[config.mk]
export PLATFORM = sky130hd
export DESIGN_NAME = tiny16_loader
export DESIGN_NICKNAME = d
export VERILOG_FILES = /design/src/rtl/tiny16_pkg.sv /design/src/rtl/tiny16_uart_rx.sv /design/src/rtl/tiny16_loader.sv
export SDC_FILE = /design/constraint.sdc
export NUM_CORES = 1
export LEC_CHECK = 0
export CAP_MARGIN = 0
export CORE_MARGIN = 5
export CORE_UTILIZATION = 45
export DETAILED_ROUTE_END_ITERATION = 8
export MAX_ROUTING_LAYER = met4
export PLACE_DENSITY = 0.66
export REMOVE_ABC_BUFFERS = 1
export SLEW_MARGIN = 20
export SYNTH_ARGS = -nofsm -noshare
export SYNTH_HDL_FRONTEND = slang
export SYNTH_HIERARCHICAL = 1
export SYNTH_SLANG_ARGS = --single-unit
[constraint.sdc]
create_clock -name CLK -period 2.8 [get_ports CLK]
set_input_delay 0.56 -clock CLK [delete_from_list [all_inputs] [get_ports CLK]]
set_output_delay 0.56 -clock CLK [all_outputs]
set_load 0.1 [all_outputs]
[src/rtl/tiny16_pkg.sv]
// Shared tiny16 definitions: loader FSM state encoding, frame sync byte and
// the word/address widths used by the memory, the CPU and the loader.
// Optional build macro: TINY16_LOADER_CHECKSUM_EN adds the checksum state.
package tiny16_pkg;

  localparam logic [7:0] SYNC_BYTE = 8'hA5;
  localparam int WORD_W = 16;
  localparam int ADDR_W = 16;

  typedef enum logic [2:0] {
    ST_IDLE    = 3'd0,
    ST_LEN_HI  = 3'd1,
    ST_LEN_LO  = 3'd2,
    ST_DATA_HI = 3'd3,
    ST_DATA_LO = 3'd4,
`ifdef TINY16_LOADER_CHECKSUM_EN
    ST_CSUM    = 3'd5,
`endif
    ST_DONE    = 3'd6
  } state_t;

endpackage

[src/rtl/tiny16_uart_rx.sv]
// 8N1 UART byte receiver for the tiny16 loader.
// RX is double-flopped before use. A falling edge starts a frame, the start
// bit is re-checked half a bit later, then one sample per CLK_DIV cycles:
// 8 data bits LSB first and the stop bit on the 10th sample.
// Outputs: byte_valid is a one-cycle strobe with data held stable in that
// cycle; frame_err is a one-cycle strobe when the stop bit reads low. There
// is no ready: the consumer must take the byte in the strobe cycle.
module tiny16_uart_rx #(
  parameter int CLK_DIV = 139
) (
  input  logic       clk,
  input  logic       rst,
  input  logic       rx,
  output logic       byte_valid,
  output logic [7:0] data,
  output logic       frame_err
);

  localparam int CW = $clog2(CLK_DIV);
  localparam logic [CW-1:0] BIT_LAST  = CW'(CLK_DIV - 1);
  localparam logic [CW-1:0] HALF_LAST = CW'(CLK_DIV / 2 - 1);

  logic [1:0]    sync;
  logic          rx_s;
  logic          rx_prev;
  logic          active;
  logic [CW-1:0] cnt;
  logic [3:0]    bitn;
  logic [7:0]    shreg;

  assign rx_s = sync[1];
  assign data = shreg;

  // Synchroniser, edge detect, bit timing and shift register.
  always_ff @(posedge clk) begin
    if (rst) begin
      sync       <= 2'b11;
      rx_prev    <= 1'b1;
      active     <= 1'b0;
      cnt        <= '0;
      bitn       <= 4'd0;
      shreg      <= 8'h00;
      byte_valid <= 1'b0;
      frame_err  <= 1'b0;
    end else begin
      sync       <= {sync[0], rx};
      rx_prev    <= rx_s;
      byte_valid <= 1'b0;
      frame_err  <= 1'b0;
      if (!active) begin
        if (rx_prev && !rx_s) begin
          active <= 1'b1;
          cnt    <= HALF_LAST;
          bitn   <= 4'd0;
        end
      end else if (cnt != '0) begin
        cnt <= cnt - 1'b1;
      end else begin
        cnt <= BIT_LAST;
        if (bitn == 4'd0) begin
          // Start bit high at mid-bit means the edge was a glitch.
          if (rx_s) active <= 1'b0;
          else      bitn   <= 4'd1;
        end else if (bitn != 4'd9) begin
          shreg <= {rx_s, shreg[7:1]};
          bitn  <= bitn + 4'd1;
        end else begin
          active <= 1'b0;
          if (rx_s) byte_valid <= 1'b1;
          else      frame_err  <= 1'b1;
        end
      end
    end
  end

endmodule

[src/rtl/tiny16_loader.sv]
// tiny16 serial program loader. Receives A5, LEN_HI, LEN_LO, then LEN words
// (high byte first) over UART and writes them to memory from address 0,
// holding the CPU in reset until a complete load.
// Optional build macro: TINY16_LOADER_CHECKSUM_EN expects one trailing byte
// equal to the mod-256 sum of LEN_HI, LEN_LO and all data bytes.
// The FSM state is exported on state_dbg.
module tiny16_loader #(
  parameter int CLK_DIV = 139,
  parameter int ADDR_W  = tiny16_pkg::ADDR_W,
  parameter int DATA_W  = tiny16_pkg::WORD_W
) (
  input  logic              CLK,
  input  logic              RST,
  input  logic              RX,
  output logic              MEM_WE,
  output logic [ADDR_W-1:0] MEM_ADDR,
  output logic [DATA_W-1:0] MEM_DATA,
  output logic              CPU_RST,
  output logic              DONE,
  output logic              ERR,
  output logic              BUSY,
  output logic [2:0]        state_dbg
);

  logic       rx_valid;
  logic [7:0] rx_byte;
  logic       rx_ferr;

  tiny16_uart_rx #(.CLK_DIV(CLK_DIV)) u_rx (
    .clk       (CLK),
    .rst       (RST),
    .rx        (RX),
    .byte_valid(rx_valid),
    .data      (rx_byte),
    .frame_err (rx_ferr)
  );

  tiny16_pkg::state_t state, state_n;
  logic [7:0]        len_hi, len_hi_n;
  logic [7:0]        hi, hi_n;
  logic [15:0]       rem, rem_n;
  logic [ADDR_W-1:0] addr, addr_n, mem_addr_n;
  logic [DATA_W-1:0] mem_data_n;
  logic              mem_we_n, cpu_rst_n, done_n, err_n, busy_n;

  assign state_dbg = state;

`ifdef TINY16_LOADER_CHECKSUM_EN
  logic [7:0] csum, csum_n;

  // Running checksum: cleared on sync, accumulates length and data bytes.
  always_comb begin
    csum_n = csum;
    if (rx_valid) begin
      case (state)
        tiny16_pkg::ST_IDLE, tiny16_pkg::ST_DONE:
          if (rx_byte == tiny16_pkg::SYNC_BYTE) csum_n = 8'h00;
        tiny16_pkg::ST_LEN_HI, tiny16_pkg::ST_LEN_LO,
        tiny16_pkg::ST_DATA_HI, tiny16_pkg::ST_DATA_LO:
          csum_n = csum + rx_byte;
        default: csum_n = csum;
      endcase
    end
  end

  // Checksum register.
  always_ff @(posedge CLK) begin
    if (RST) csum <= 8'h00;
    else     csum <= csum_n;
  end
`endif

  // Next-state and registered-output logic of the frame FSM.
  always_comb begin
    state_n    = state;
    len_hi_n   = len_hi;
    hi_n       = hi;
    rem_n      = rem;
    addr_n     = addr;
    mem_we_n   = 1'b0;
    mem_addr_n = MEM_ADDR;
    mem_data_n = MEM_DATA;
    cpu_rst_n  = CPU_RST;
    done_n     = DONE;
    err_n      = ERR;
    busy_n     = BUSY;
    if (rx_ferr && state != tiny16_pkg::ST_IDLE && state != tiny16_pkg::ST_DONE) begin
      // Broken byte mid-frame: abandon the load, keep the CPU held.
      state_n   = tiny16_pkg::ST_IDLE;
      err_n     = 1'b1;
      busy_n    = 1'b0;
      cpu_rst_n = 1'b1;
    end else if (rx_valid) begin
      case (state)
        tiny16_pkg::ST_IDLE, tiny16_pkg::ST_DONE: begin
          if (rx_byte == tiny16_pkg::SYNC_BYTE) begin
            state_n   = tiny16_pkg::ST_LEN_HI;
            busy_n    = 1'b1;
            cpu_rst_n = 1'b1;
            done_n    = 1'b0;
            err_n     = 1'b0;
            addr_n    = '0;
          end
        end
        tiny16_pkg::ST_LEN_HI: begin
          len_hi_n = rx_byte;
          state_n  = tiny16_pkg::ST_LEN_LO;
        end
        tiny16_pkg::ST_LEN_LO: begin
          if ({len_hi, rx_byte} == 16'd0) begin
            state_n   = tiny16_pkg::ST_DONE;
            done_n    = 1'b1;
            busy_n    = 1'b0;
            cpu_rst_n = 1'b0;
          end else begin
            rem_n   = {len_hi, rx_byte};
            state_n = tiny16_pkg::ST_DATA_HI;
          end
        end
        tiny16_pkg::ST_DATA_HI: begin
          hi_n    = rx_byte;
          state_n = tiny16_pkg::ST_DATA_LO;
        end
        tiny16_pkg::ST_DATA_LO: begin
          mem_we_n   = 1'b1;
          mem_addr_n = addr;
          mem_data_n = DATA_W'({hi, rx_byte});
          addr_n     = addr + ADDR_W'(1);
          rem_n      = rem - 16'd1;
          if (rem == 16'd1) begin
`ifdef TINY16_LOADER_CHECKSUM_EN
            state_n = tiny16_pkg::ST_CSUM;
`else
            state_n   = tiny16_pkg::ST_DONE;
            done_n    = 1'b1;
            busy_n    = 1'b0;
            cpu_rst_n = 1'b0;
`endif
          end else begin
            state_n = tiny16_pkg::ST_DATA_HI;
          end
        end
`ifdef TINY16_LOADER_CHECKSUM_EN
        tiny16_pkg::ST_CSUM: begin
          if (rx_byte == csum) begin
            state_n   = tiny16_pkg::ST_DONE;
            done_n    = 1'b1;
            busy_n    = 1'b0;
            cpu_rst_n = 1'b0;
          end else begin
            state_n   = tiny16_pkg::ST_IDLE;
            err_n     = 1'b1;
            busy_n    = 1'b0;
            cpu_rst_n = 1'b1;
          end
        end
`endif
        default: state_n = tiny16_pkg::ST_IDLE;
      endcase
    end
  end

  // State and output registers.
  always_ff @(posedge CLK) begin
    if (RST) begin
      state    <= tiny16_pkg::ST_IDLE;
      len_hi   <= 8'h00;
      hi       <= 8'h00;
      rem      <= 16'd0;
      addr     <= '0;
      MEM_WE   <= 1'b0;
      MEM_ADDR <= '0;
      MEM_DATA <= '0;
      CPU_RST  <= 1'b1;
      DONE     <= 1'b0;
      ERR      <= 1'b0;
      BUSY     <= 1'b0;
    end else begin
      state    <= state_n;
      len_hi   <= len_hi_n;
      hi       <= hi_n;
      rem      <= rem_n;
      addr     <= addr_n;
      MEM_WE   <= mem_we_n;
      MEM_ADDR <= mem_addr_n;
      MEM_DATA <= mem_data_n;
      CPU_RST  <= cpu_rst_n;
      DONE     <= done_n;
      ERR      <= err_n;
      BUSY     <= busy_n;
    end
  end

endmodule

==> impl_metrics.ini, run 1 <==
[timing]
fin_crit_ns = 2.300
fin_skew_ns = 0.01640
fin_ws_ns = 0.4998
fin_tns_setup_ns = 0
max_slew_margin_pct = 48.93
worstMarginPinSlew_ns = 0.7603
hold_violations = 0
max_freq_ghz = 0.4348
drv_slew = 0
rsz0062_at_grt = no
period_share_pct = 82.15
setup_violations = 0

[flow_run]
maxCapViolCount = 0

[synth]
synth_top_area_cell = dfxtp_1
ys_seq_elements = 114
syn_area_per_cell_um2 = 8.209
async_flop_share_pct = 0
synth_top_family_by_area = simple AND/OR/NAND/NOR gates
netlist_area_um2 = 5212
synth_mux_area_share_pct = 4.297
synthSimpleGateAreaFrac_pct = 25.90
synthTopCellsByCount = nand2_1 (117), dfxtp_1 (114), a21oi_1 (79)
synth_compound_area_share_pct = 19.56
synth_adder_area_share_pct = 1.680
ys_types = 65
synth-xor-area-share_pct = 0.8401
post-synth-top-count-cell = nand2_1
synth_top_area_share_pct = 43.78
synth_edf_count = 0
synth_area_leaders = dfxtp_1 (44%), nand2_1 (8.4%), a21oi_1 (7.6%)
ys.flop_type = dfxtp_1
synth_cells = 635
yosysSeqAreaShare_pct = 43.78
ys_warn_count = 6

[setup_path]
r2r-start = state_dbg[2]
critPathArrivalTime_ns = 2.62
reg2reg_to = rem[0]
r2r_setup_slack_ns = 0.50
path_cells = or3b_2 > nor2_2 > a21o_1 > o21ai_0 > a221oi_1
cp_slowest_cell = dfxtp_1
endpoint_kind = register
cp-startpoint = state_dbg[2]
slowest_delay_ns = 0.59
cp-endpoint = rem[0]
rr_worst_depth = 5
startpoint_type = register
critical_path_class = reg -> reg
required_ns = 3.12
path_max_fanout = 14

[power_and_ir_drop]
p_leak_nw = 2.307
power.total_w = 0.004181
max-vdd-ir-drop_uv = 477.3
power-per-cell-area_nw_per_um2 = 665.8

[routing]
drc_errors = 0
avgViaCountPerCell = 5.777
dr_wl_met3_um = 615
vias = 4760
topRoutingLayerUsed = met4
wl_met1_um = 5633
drt_pass1_iterations = 5
first_iter_violations = 284
antenna_left = 0
wl_per_cell_um = 15.53
met2_length_um = 6318
drt_wl_total_um = 12800

[global_route]
grt_pass1_vias = 4530
grt_start_max_net_pins = 70
gr-usage-all-layers_pct = 19.35
overflow = 0
grt_pass1_wl_um = 21900
antenna_found_initial = 0

[final_layout]
stdcell_area_um2 = 6280
diodes = 0
syn2layout_area_growth_pct = 20.48
final_core_util_pct = 55.23
fin_nets = 678
layout-drive-gt1-share_pct = 16.01

[clock_network]
postCtsHoldBufs = 0
cts_buffer_depth = 2
post_cts_buffers = 0
root_buffer = clkbuf_16
post_cts_resize_count = 0
clkTransAtPathRegs_ns = 0.06
cts_tree = built
htree_levels = 4
clkLatencyLatePin_ns = 0.42
cts_buffers = 17
clock-sinks = 114

[placement]
dp_hpwl_um = 8563
pre_cts_slack_ns = 0.5338
numPortBuffers = 42
place_area_um2 = 5623
gp_congestion = 0.8909

[outcome]
status = completed

[die]
floorplan.initialDensity_pct = 45.85
coreArea_um2 = 11370
dieArea_um2 = 13840
rows = 39
io-pin-count = 43
die_w_um = 117.6
die_h_um = 117.6

[worst_hold_path]
hold_path.class = reg -> reg
## worst max-delay path, delay by kind of cell, from the launching register on
family,cells,cell delay [ns]
simple gates,2,0.73
compound gates,3,0.88
flops,1,0.59
## layout make-up
cell class,count,area (um^2)
clock buffers,21,480.5
clock inverters,11,176.4
fillers,1083,5090
inverters,11,41.29
multi-input cells,472,2728
flip-flops and latches,114,2282
well taps,143,178.9
repair buffers,52,392.9
## worst min path at each step
stage / start / to / slack [ns] / cells after the start
floorplan: u_rx/sync[0] / u_rx/sync[1] / 0.39 / 1
global placement: u_rx/sync[0] / u_rx/sync[1] / 0.39 / 1
CTS: u_rx/sync[0] / u_rx/sync[1] / 0.41 / 1
global route: u_rx/sync[0] / u_rx/sync[1] / 0.43 / 1
detailed placement: u_rx/sync[0] / u_rx/sync[1] / 0.40 / 1
finish: u_rx/sync[0] / u_rx/sync[1] / 0.40 / 1
## per-layer routing
metal,vias to the layer above,track usage [%]
li1,2331,-
met1,2281,22.83
met2,128,31.33
met3,20,5.046
met4,0,8.100
met5,-,-
## cells by family after synthesis
group / Yosys count
simple gates: 270
flops: 114
buf+inv: 49
compound gates: 168
fa+ha+maj: 7
mux: 22
xor+xnor: 5
## layout by cell type, fill, tap and decap left out, types with 4 or more instances in the layout
master,instances
nor4_1,5
mux2i_1,19
o31ai_1,4
dfxtp_1,114
buf_4,51
or3_1,4
nand3b_1,4
inv_1,10
or2_2,4
nand3_1,25
o21a_1,6
o21ai_0,34
a31oi_1,8
a21oi_1,79
nor2_1,46
bufinv_16,4
xor2_1,5
nand2b_1,10
clkinv_4,5
nor3_1,9
o41ai_1,4
and3_1,5
nand2_1,117
clkbuf_8,4
clkbuf_16,17
nand4_1,9
ha_1,7
## state kept, by name, indices dropped and copies added, names as in the netlist
register	cells
BUSY	1
CPU_RST	1
DONE	1
ERR	1
MEM_ADDR	16
MEM_DATA	16
MEM_WE	1
addr	16
hi	8
len_hi	8
rem	16
state_dbg	3
u_rx/active	1
u_rx/bitn	4
u_rx/byte_valid	1
u_rx/cnt	8
u_rx/data	8
u_rx/frame_err	1
u_rx/rx_prev	1
u_rx/sync	2
## power breakdown
| group | switching [W] | internal [W] | leakage (nW) |
|---|---|---|---|
| Combinational | 0.000112 | 0.0000539 | 1.07 |
| Sequential | 0.0000199 | 0.00164 | 0.919 |
| Clock | 0.000772 | 0.00159 | 0.319 |
## stage by stage
stage | std cells | hold slack (ns)
floorplan | 597 | 0.3895
global placement | 792 | 0.3948
detailed placement | 792 | 0.4007
CTS | 824 | 0.4058
global route | 824 | 0.4267
finish | 824 | 0.4000
Note: power is estimated with default switching activity, not from simulation.
==> run 2, diff against run 1 <==
--- a/config.mk
+++ b/config.mk
@@ -10,7 +10,7 @@
 export CORE_UTILIZATION = 45
 export DETAILED_ROUTE_END_ITERATION = 8
 export MAX_ROUTING_LAYER = met4
-export PLACE_DENSITY = 0.66
+export PLACE_DENSITY = 0.69
 export REMOVE_ABC_BUFFERS = 1
 export SLEW_MARGIN = 20
 export SYNTH_ARGS = -nofsm -noshare
==> constraint.sdc (replaced) <==
create_clock -name CLK -period 2.1 [get_ports CLK]
set_input_delay 0.42 -clock CLK [delete_from_list [all_inputs] [get_ports CLK]]
set_output_delay 0.42 -clock CLK [all_outputs]
set_load 0.1 [all_outputs]
==> impl_metrics.ini, run 2 (synthesis gave the netlist of run 1 again) <==
[routing]
vias = 4791
avgViaCountPerCell = 5.643
drt_wl_total_um = 13300
first_iter_violations = 406
met2_length_um = 6734
drc_errors = 0
wl_per_cell_um = 15.67
dr_wl_met3_um = 610
topRoutingLayerUsed = met4
antenna_left = 0
drt_pass1_iterations = 4
wl_met1_um = 5785

[final_layout]
diodes = 0
syn2layout_area_growth_pct = 25.68
fill_cells = 994
fin_nets = 704
layout-drive-gt1-share_pct = 18.98
final_core_util_pct = 57.62
final_cell_mix = nand2_1 (116), dfxtp_1 (114), a21oi_1 (79)
final_common_cell = nand2_1

[global_route]
overflow = 0
grt_start_max_net_pins = 51
grt_pass1_wl_um = 22380
gr-usage-all-layers_pct = 19.91
grt_pass1_vias = 4530
antenna_found_initial = 0

[die]
floorplan.initialDensity_pct = 45.85
die_w_um = 117.6
coreArea_um2 = 11370
die_h_um = 117.6
rows = 39
io-pin-count = 43
dieArea_um2 = 13840

[worst_hold_path]
hold_path.class = reg -> reg

[setup_path]
critical_path_class = reg -> reg
required_ns = 2.38
critPathArrivalTime_ns = 2.26
path_max_fanout = 4
endpoint_kind = register
startpoint_type = register

[placement]
gp_congestion = 0.8732
pre_cts_slack_ns = 0.06779
numPortBuffers = 42
dp_hpwl_um = 9102

[clock_network]
cts_buffers = 17
cts_tree = built
clock-sinks = 114
cts_buffer_depth = 2
clkLatencyLatePin_ns = 0.41
htree_levels = 4
clkTransAtPathRegs_ns = 0.05
root_buffer = clkbuf_16

[timing]
max_slew_margin_pct = 60.36
fin_ws_ns = 0.1117
fin_tns_setup_ns = 0
hold_violations = 0
setup_violations = 0
fin_skew_ns = 0.007525
drv_slew = 0
max_freq_ghz = 0.5030
worstMarginPinSlew_ns = 0.5939
fin_crit_ns = 1.988
period_share_pct = 94.68

[outcome]
status = completed

[flow_run]
maxCapViolCount = 0

[power_and_ir_drop]
p_leak_nw = 2.456
max-vdd-ir-drop_uv = 641.1
power-per-cell-area_nw_per_um2 = 858.9
-- run 2: changes by cell type in the layout (fill, tap and decap cells not counted), moves of 2 or more --
cell       change
buf_12         +5
buf_4         +21
bufinv_16      +2
clkbuf_1       +4
clkbuf_8       -4
clkinv_4       -5
-- run 2: report_power, final --
group	switching, W	leakage [nW]	internal (W)
Combinational	0.000151	1.23	0.0000824
Sequential	0.0000252	0.919	0.00218
Clock	0.000972	0.312	0.00221
Total	0.00115	2.46	0.00448
-- run 2: final timing paths --
kind                 from           end  slack (ns)  cells after the start
min          u_rx/sync[0]  u_rx/sync[1]        0.41                      1
max reg2reg  u_rx/data[1]      addr[12]        0.11                      5
min reg2reg  u_rx/sync[0]  u_rx/sync[1]        0.41                      1
max          u_rx/data[1]      addr[12]        0.11                      5
-- run 2: cell type report --
cell class	instances	area [um^2]	area share [%]
Multi-Input combinational cell	472	2751	42.00
Sequential cell	114	2282	34.84
Timing Repair Buffer	78	650.6	9.931
Clock buffer	21	440.4	6.723
Clock inverter	10	206.4	3.151
Tap cell	143	178.9	2.731
Inverter	11	41.29	0.6303
-- run 2: worst max-delay path: stages (launching register included) --
cell and delay [ns]:
dfxtp_1 0.31, or4_4 0.54, or4_4 0.58, and2_4 0.19, o21ai_1 0.14, a21oi_1 0.08
-- run 2: metal layers --
metal | track usage [%] | up-vias
li1 | - | 2382
met1 | 23.13 | 2270
met2 | 33.84 | 124
met3 | 5.238 | 15
met4 | 5.878 | 0
met5 | - | -
-- run 2: metrics by stage --
stage / instance area (um^2) / hold WS [ns] / cells / total power, W
after floorplan: 5049 / 0.3895 / 597 / 0.002383
after global placement: 5873 / 0.3981 / 817 / 0.002471
after detailed placement: 5873 / 0.4012 / 817 / 0.002480
after CTS: 6520 / 0.4129 / 848 / 0.005667
after global routing: 6551 / 0.4393 / 849 / 0.005829
final: 6551 / 0.4090 / 849 / 0.005627
-- run 2: timing repair --
item	4_1_cts	5_1_grt
gates resized for setup	0	5
hold buffers	0	0
buffers inserted	0	1
endpoints found under the hold margin	0	0
setup endpoints to repair	0	10
